<file path="config.mk">
export PLATFORM = sky130hd
export DESIGN_NAME = fft_error_locator_scan
export DESIGN_NICKNAME = d
export VERILOG_FILES = /design/src/rtl/fft_error_locator_scan_pkg.sv /design/src/rtl/fft_pos_addr_gen.sv /design/src/rtl/fft_error_locator_scan.sv
export SDC_FILE = /design/constraint.sdc
export NUM_CORES = 1
export LEC_CHECK = 0
export ABC_AREA = 1
export ABC_CLOCK_PERIOD_IN_PS = 2200
export CORE_UTILIZATION = 50
export CTS_CLUSTER_DIAMETER = 150
export DETAILED_ROUTE_END_ITERATION = 10
export PLACE_DENSITY = 0.8
export SYNTH_ARGS = -nofsm -noshare
export SYNTH_HDL_FRONTEND = slang
export SYNTH_SLANG_ARGS = --single-unit
</file>
<file path="constraint.sdc">
create_clock -name clk_i -period 2.2 [get_ports clk_i]
set_clock_uncertainty 0.2 [all_clocks]
set_input_delay 0.33 -clock clk_i [delete_from_list [all_inputs] [get_ports clk_i]]
set_output_delay 0.33 -clock clk_i [all_outputs]
set_load 0.01 [all_outputs]
</file>
<file path="src/rtl/fft_error_locator_scan_pkg.sv">
// Shared decapsulation constants and GF(2^M) helpers for the error-locator scan
// and the additive-FFT address logic.
package fft_error_locator_scan_pkg;

  localparam int              DEFAULT_M        = 8;
  localparam logic [7:0]      DEFAULT_POLY_REV = 8'h71;

  // Number of Reed-Solomon codeword positions per security level.
  function automatic int n1_for_sec(input int sec);
    case (sec)
      192:     return 56;
      256:     return 90;
      default: return 46;
    endcase
  endfunction

  // Width that can hold any count from 0 to n1 inclusive.
  function automatic int ww_for(input int n1);
    return $clog2(n1 + 1);
  endfunction

  function automatic int beats_for(input int n1, input int lanes);
    return (n1 + lanes - 1) / lanes;
  endfunction

  // Multiply by alpha in the bit-reversed representation: shift towards the
  // MSB and fold the reduction polynomial back in when the top bit falls out.
  // Elements are carried in 16 bits so the FFT side can reuse this for any M.
  function automatic logic [15:0] gf_mul_alpha_rev(input logic [15:0] a,
                                                   input logic [15:0] poly_rev,
                                                   input int          m);
    logic [15:0] mask;
    logic [15:0] r;
    mask = 16'((32'd1 << m) - 32'd1);
    r    = (a << 1) & mask;
    if (((a >> (m - 1)) & 16'h0001) != 16'h0000) r = r ^ (poly_rev & mask);
    return r;
  endfunction

endpackage

</file>
<file path="src/rtl/fft_pos_addr_gen.sv">
// Codeword-position address generator: produces LANES consecutive field
// addresses per beat, starting at position 0 (address 0), then 1 << (M-1),
// then successive multiplications by alpha.
module fft_pos_addr_gen
  import fft_error_locator_scan_pkg::*;
#(
  parameter int             M        = DEFAULT_M,
  parameter logic [M-1:0]   POLY_REV = M'(DEFAULT_POLY_REV),
  parameter int             LANES    = 1
) (
  input  logic               clk_i,
  input  logic               rst_i,
  input  logic               clear_i,
  input  logic               advance_i,
  output logic [LANES*M-1:0] addr_o
);

  localparam logic [M-1:0] POS_ONE = {1'b1, {(M-1){1'b0}}};

  // Position 0 maps to the zero element, which alpha cannot reach, so the
  // step out of zero is special-cased to the field's unit element.
  function automatic logic [M-1:0] step(input logic [M-1:0] x);
    if (x == '0) return POS_ONE;
    return M'(gf_mul_alpha_rev(16'(x), 16'(POLY_REV), M));
  endfunction

  logic [M-1:0] pos_q, pos_d;
  logic [M-1:0] lane_addr [LANES];

  // Chain of multiply-by-alpha stages giving every lane of the current beat.
  always_comb begin
    addr_o = '0;
    lane_addr[0] = pos_q;
    for (int j = 1; j < LANES; j++) lane_addr[j] = step(lane_addr[j-1]);
    for (int j = 0; j < LANES; j++) addr_o[j*M +: M] = lane_addr[j];
  end

  // Clear rewinds to position 0; advance jumps LANES positions ahead.
  always_comb begin
    pos_d = pos_q;
    if (clear_i)        pos_d = '0;
    else if (advance_i) pos_d = step(lane_addr[LANES-1]);
  end

  // Position register.
  always_ff @(posedge clk_i) begin
    if (rst_i) pos_q <= '0;
    else       pos_q <= pos_d;
  end

endmodule

</file>
<file path="src/rtl/fft_error_locator_scan.sv">
// Error-locator scan: reads ELP evaluations from the FFT output RAM in
// codeword-position order, builds the error-position vector and weight, and
// holds the result until the consumer takes it.
//
// state    | meaning
// ---------+-----------------------------------------------------------
// ST_IDLE  | waiting for start_i
// ST_READ  | one RAM strobe per beat, BEATS beats
// ST_DRAIN | waiting RAM_LAT cycles for the last beat to be captured
// ST_DONE  | result valid, waiting for dout_ready_i
module fft_error_locator_scan
  import fft_error_locator_scan_pkg::*;
#(
  parameter int                 PARAM_SECURITY = 128,
  parameter int                 PARAM_N1       = n1_for_sec(PARAM_SECURITY),
  parameter int                 PARAM_M        = DEFAULT_M,
  parameter logic [PARAM_M-1:0] POLY_REV       = PARAM_M'(DEFAULT_POLY_REV),
  parameter int                 IN_DW          = 8,
  parameter int                 LANES          = 1,
  parameter int                 RAM_LAT        = 1,
  localparam int                WW             = ww_for(PARAM_N1)
) (
  input  logic                     clk_i,
  input  logic                     rst_i,
  input  logic                     start_i,
  input  logic [WW-1:0]            elp_deg_i,
  output logic                     busy_o,
  output logic                     ram_rd_o,
  output logic [LANES*PARAM_M-1:0] ram_addr_o,
  input  logic [LANES*IN_DW-1:0]   ram_din_i,
  output logic [PARAM_N1-1:0]      dout_o,
  output logic [WW-1:0]            weight_o,
  output logic                     fail_o,
  output logic                     dout_valid_o,
  input  logic                     dout_ready_i
);

  localparam int BEATS      = beats_for(PARAM_N1, LANES);
  localparam int BW         = (BEATS > 1) ? $clog2(BEATS) : 1;
  localparam int DW         = (RAM_LAT > 1) ? $clog2(RAM_LAT) : 1;
  localparam int LAST_LANES = PARAM_N1 - (BEATS - 1) * LANES;

  localparam logic [1:0] ST_IDLE  = 2'd0;
  localparam logic [1:0] ST_READ  = 2'd1;
  localparam logic [1:0] ST_DRAIN = 2'd2;
  localparam logic [1:0] ST_DONE  = 2'd3;

  logic [1:0]          state_q, state_d;
  logic [BW-1:0]       beat_q, beat_d;
  logic [DW-1:0]       drain_q, drain_d;
  logic [PARAM_N1-1:0] dout_q, dout_d;
  logic [WW-1:0]       weight_q, weight_d;
  logic [WW-1:0]       elp_deg_q, elp_deg_d;
  logic [RAM_LAT-1:0]  cap_vld_q, cap_vld_d;
  logic [BW-1:0]       cap_beat_q [RAM_LAT];
  logic [BW-1:0]       cap_beat_d [RAM_LAT];

  logic                     start_acc;
  logic                     rd;
  logic                     last_beat;
  logic                     cap_en;
  logic [BW-1:0]            cap_beat;
  logic [LANES*PARAM_M-1:0] gen_addr;
  logic [LANES-1:0]         lane_zero;
  logic [LANES-1:0]         lane_ok;
  logic [WW-1:0]            hit_cnt;

  assign rd        = (state_q == ST_READ);
  assign last_beat = (beat_q == BW'(BEATS - 1));
  assign cap_en    = cap_vld_q[RAM_LAT-1];
  assign cap_beat  = cap_beat_q[RAM_LAT-1];

  fft_pos_addr_gen #(
    .M        (PARAM_M),
    .POLY_REV (POLY_REV),
    .LANES    (LANES)
  ) u_addr_gen (
    .clk_i     (clk_i),
    .rst_i     (rst_i),
    .clear_i   (start_acc),
    .advance_i (rd),
    .addr_o    (gen_addr)
  );

  // Sequencing: start acceptance, beat counting and the drain down-counter.
  always_comb begin
    state_d   = state_q;
    beat_d    = beat_q;
    drain_d   = drain_q;
    elp_deg_d = elp_deg_q;
    start_acc = 1'b0;
    case (state_q)
      ST_IDLE: begin
        if (start_i) begin
          start_acc = 1'b1;
          state_d   = ST_READ;
          beat_d    = '0;
          elp_deg_d = elp_deg_i;
        end
      end
      ST_READ: begin
        if (last_beat) begin
          state_d = ST_DRAIN;
          drain_d = DW'(RAM_LAT - 1);
        end else begin
          beat_d = beat_q + 1'b1;
        end
      end
      ST_DRAIN: begin
        if (drain_q == '0) state_d = ST_DONE;
        else               drain_d = drain_q - 1'b1;
      end
      ST_DONE: begin
        if (dout_ready_i) state_d = ST_IDLE;
      end
      default: state_d = ST_IDLE;
    endcase
  end

  // Lanes past the last codeword position are parked at address 0.
  always_comb begin
    ram_addr_o = '0;
    for (int j = 0; j < LANES; j++) begin
      if (rd && !(last_beat && (j >= LAST_LANES)))
        ram_addr_o[j*PARAM_M +: PARAM_M] = gen_addr[j*PARAM_M +: PARAM_M];
    end
  end

  // Beat index travels with the strobe so capture does not depend on state.
  always_comb begin
    cap_vld_d     = '0;
    cap_vld_d[0]  = rd;
    cap_beat_d[0] = beat_q;
    for (int k = 1; k < RAM_LAT; k++) begin
      cap_vld_d[k]  = cap_vld_q[k-1];
      cap_beat_d[k] = cap_beat_q[k-1];
    end
  end

  // Capture: each lane writes its own position bit; weight adds valid hits.
  always_comb begin
    dout_d   = dout_q;
    weight_d = weight_q;
    hit_cnt  = '0;
    for (int j = 0; j < LANES; j++) begin
      lane_zero[j] = (ram_din_i[j*IN_DW +: IN_DW] == '0);
      lane_ok[j]   = (cap_beat != BW'(BEATS - 1)) || (j < LAST_LANES);
      hit_cnt      = hit_cnt + WW'(lane_zero[j] & lane_ok[j]);
    end
    if (start_acc) begin
      dout_d   = '0;
      weight_d = '0;
    end else if (cap_en) begin
      weight_d = weight_q + hit_cnt;
      for (int i = 0; i < PARAM_N1; i++) begin
        if (cap_beat == BW'(i / LANES)) dout_d[i] = lane_zero[i % LANES];
      end
    end
  end

  // State registers; reset also drops any capture still in flight.
  always_ff @(posedge clk_i) begin
    if (rst_i) begin
      state_q   <= ST_IDLE;
      beat_q    <= '0;
      drain_q   <= '0;
      dout_q    <= '0;
      weight_q  <= '0;
      elp_deg_q <= '0;
      cap_vld_q <= '0;
      for (int k = 0; k < RAM_LAT; k++) cap_beat_q[k] <= '0;
    end else begin
      state_q    <= state_d;
      beat_q     <= beat_d;
      drain_q    <= drain_d;
      dout_q     <= dout_d;
      weight_q   <= weight_d;
      elp_deg_q  <= elp_deg_d;
      cap_vld_q  <= cap_vld_d;
      cap_beat_q <= cap_beat_d;
    end
  end

  assign busy_o       = (state_q != ST_IDLE);
  assign ram_rd_o     = rd;
  assign dout_o       = dout_q;
  assign weight_o     = weight_q;
  assign fail_o       = (weight_q != elp_deg_q);
  assign dout_valid_o = (state_q == ST_DONE);

endmodule

</file>
==> out/results.tsv <==
stage	metric	value	unit
worst_setup_path	worst path cell trace	inv_2 -> ha_4 -> nand2_1 -> inv_1 -> clkdlybuf4s50_1	
power	Leakage	1.93	nW
floorplanning	starting density of the core	0.528	
floorplanning	I/O Pins	82	
worst_setup_path	crit path max fanout	6	
yosys	synth unique cells	31	
final_layout	Antenna Diode Count	0	
yosys	Synth area leaders	dfxtp_1 44%, nor2_1 9.5%, nand2_1 9.2%, a21oi_1 8.7%, o21ai_0 4.6%	
yosys	Synth Register Bits	81	
clock_network	Post-CTS Hold Fix Bufs	0	
routing	1st-iter DRT viols	210	
power	Power Total	0.00385	W
global_routing	initial antenna violation count	0	
routing	final WL	8430	µm
routing	final antenna-violating net count	0	
routing	WL/cell	12.3	µm
worst_setup_path	critical path class	flop to output port	
final_layout	Final Non-Filler Cells	687	
floorplanning	Horiz. Die Dim	87.6	µm
final_layout	multi-input logic area	1770	µm²
routing	DR vias/cell	5.09	
status	status	finished clean	
power	Clock power frac	0.274	
timing	slew margin rel.	0.703	
floorplanning	Core Area	6940	µm²
floorplanning	die area	7670	µm²
yosys	Yosys top cell area share	0.443	
yosys	Synth area leader	dfxtp_1	
power	P_int	0.00254	W
timing	worst hold slack	275	ps
timing	Worst-Margin Slew	446	ps
clock_network	CTS tree	yes	
floorplanning	Core Rows	30	
timing	RSZ-0062 raised after global routing	false	
worst_setup_path	Crit-path slowest cell	clkdlybuf4s50_1	
clock_network	Skew-Pair Late Insertion Delay	350	ps
clock_network	Clock Sinks	81	
final_layout	share of cells above drive strength 1	0.0897	
place	DP Wirelength	5870	µm
final_layout	filler cell count	580	
clock_network	CTS buffer count	9	
power	PwrDens	805	nW/µm²
final_layout	Syn-to-layout area delta	30.4	%
final_layout	Nets	613	
yosys	post-synthesis sequential area ratio	0.443	
timing	Hold Fails Final Rpt	0	
worst_setup_path	type of destination of the critical path	output port	
clock_network	clock transition at the registers of the reported paths	80	ps
routing	DRT Pass-1 Iters	4	
routing	DRC Markers	0	
place	Final GP Congestion	0.811	
yosys	Synth warnings	0	
power	Max IR drop VDD	0.510	mV
yosys	syn nets	531	
timing	Max Fclk	471	MHz
power	net switching share of the total power	0.341	
global_routing	largest net degree at the start of global routing	48	
yosys	Avg Cell Area, Syn	7.27	µm²
power	Psw	0.00131	W
final_layout	register area	1630	µm²
power	Gate power share	0.281	
global_routing	first-pass GRT wire length	14300	µm
timing	post-layout min period	2120	ps
job	max_cap viols	0	
global_routing	GRT Util Overall	0.235	
worst_setup_path	crit-path max cell delay	530	ps
global_routing	vias in the first global route	3157	
clock_network	clk buf depth	2	
worst_hold_path	worst min path class	flop to flop	
timing	Final period util	0.965	
floorplanning	die height	87.6	µm
worst_setup_path	Crit path required time	1670	ps
place	Port Buf Inserts	81	
worst_setup_path	crit path DAT	1590	ps
routing	routed via count	3495	
global_routing	Congestion Overflow GR	0	
place	placed cell count	669	
timing	final setup violation count	0	
clock_network	CTS root buf	clkbuf_8	
worst_setup_path	crit path launch type	flop	
power	Reg power frac	0.444	
timing	Final Max Slew Viols	0	
yosys	Post-Synthesis Cells	504	
clock_network	H-Tree Depth	3	
yosys	synthesized area	3660	µm²
[per-layer routing]
| metal | global-route usage | routed length (µm) | vias to the layer above |
|---|---|---|---|
| li1 | - | - | 1794 |
| met1 | 0.299 | 3820 | 1583 |
| met2 | 0.393 | 3970 | 106 |
| met3 | 0.0434 | 508 | 12 |
| met4 | 0.0984 | 129 | 0 |
| met5 | 0 | 0 | - |
[state kept, by name, summed over array words and instances, names as in the netlist]
name / count
u_addr_gen.addr_o: 8
beat_q: 6
elp_deg_q: 6
cap_beat: 6
cap_en: 1
state_q: 2
dout_o: 46
weight_o: 6
[layout make-up]
cell class,instances,share of cell area
clock buffer,11,0.0275
inverter,42,0.0333
multi-input combinational,360,0.371
sequential,81,0.342
timing repair buffer,92,0.189
tap,96,0.0252
clock inverter,5,0.0118
[power groups by stage]
stage | Combinational, W | Clock, W | Sequential [W]
2_1_floorplan | 0.000759 | 0 | 0.00171
3_3_place_gp | 0.00102 | 0 | 0.00172
3_5_place_dp | 0.00105 | 0 | 0.00173
4_1_cts | 0.00108 | 0.00106 | 0.00171
5_1_grt | 0.00122 | 0.00114 | 0.00173
6_report | 0.00108 | 0.00105 | 0.00171
[final timing paths]
| check | from | to | slack (ps) | depth (start not counted) |
|---|---|---|---|---|
| setup / recovery | state_q[1] | ram_addr_o[6] | 80 | 5 |
| hold / removal | dout_o[0] | dout_o[0] | 280 | 2 |
| setup reg to reg | state_q[1] | beat_q[3] | 260 | 11 |
| hold reg to reg | dout_o[0] | dout_o[0] | 280 | 2 |
[kinds of logic after synthesis]
group                    count (synthesis)  synth area share
flip-flops                              81             0.443
XOR/XNOR                                 7            0.0167
adder cells (fa/ha/maj)                  9            0.0307
buffers and inverters                   63            0.0768
AO/OA/AOI/OAI                          124             0.171
AND/OR/NAND/NOR                        220             0.262
[cells in the mapped netlist]
library cell	count
o21ai_0	34
nand3_1	6
nor3_1	8
a21oi_1	64
nor3_4	2
nor2_1	93
ha_1	9
buf_6	4
nand2_1	90
or2_2	1
inv_2	2
xnor2_1	2
buf_2	8
nand4_1	4
a31oi_1	1
nand2_2	1
xor2_1	5
and3_1	1
inv_1	38
clkbuf_1	8
clkinv_2	1
dfxtp_1	81
o22ai_1	2
nor3_2	8
buf_4	1
o21a_1	1
nor2_2	3
nand3_2	2
o21ai_1	22
nand3b_1	1
clkinv_1	1
[metrics by stage]
| stage | setup slack, ps | setup TNS (ps) | util | instance area (µm²) |
|---|---|---|---|---|
| global route | 1.67 | 0 | 0.688 | 4780 |
| finish | 77.8 | 0 | 0.688 | 4780 |
| detailed placement | -27.7 | -27.7 | 0.655 | 4550 |
| CTS | 8.61 | 0 | 0.686 | 4760 |
| global placement | 89.4 | 0 | 0.655 | 4550 |
| floorplan | 403 | 0 | - | 3660 |
[critical path: cells and delay by family, from the launching register on]
family / cells / cell delay (ps)
buf+inv: 3 / 690
flops: 1 / 340
fa+ha+maj: 1 / 170
simple gates: 1 / 50
[cells in the final DEF, fill, tap and decap left out, types with 3 or more instances in the layout]
master / instances
inv_1: 37
clkbuf_8: 9
a21oi_1: 64
clkdlybuf4s50_1: 73
nand4_1: 4
o21ai_0: 34
nor3_2: 8
xor2_1: 5
nor2_2: 3
nand3_1: 6
buf_4: 9
nor3_1: 8
o21ai_1: 22
ha_1: 8
dfxtp_2: 5
dfxtp_1: 75
dlymetal6s2s_1: 3
clkinv_2: 3
inv_2: 3
nand2_1: 90
nor2_1: 93
dlygate4sd2_1: 5
[timing repair]
item,CTS,global route
resized for setup,12,7
setup endpoints to repair,10,4
setup buffers,2,0
Note: power is estimated with default switching activity, not from simulation.
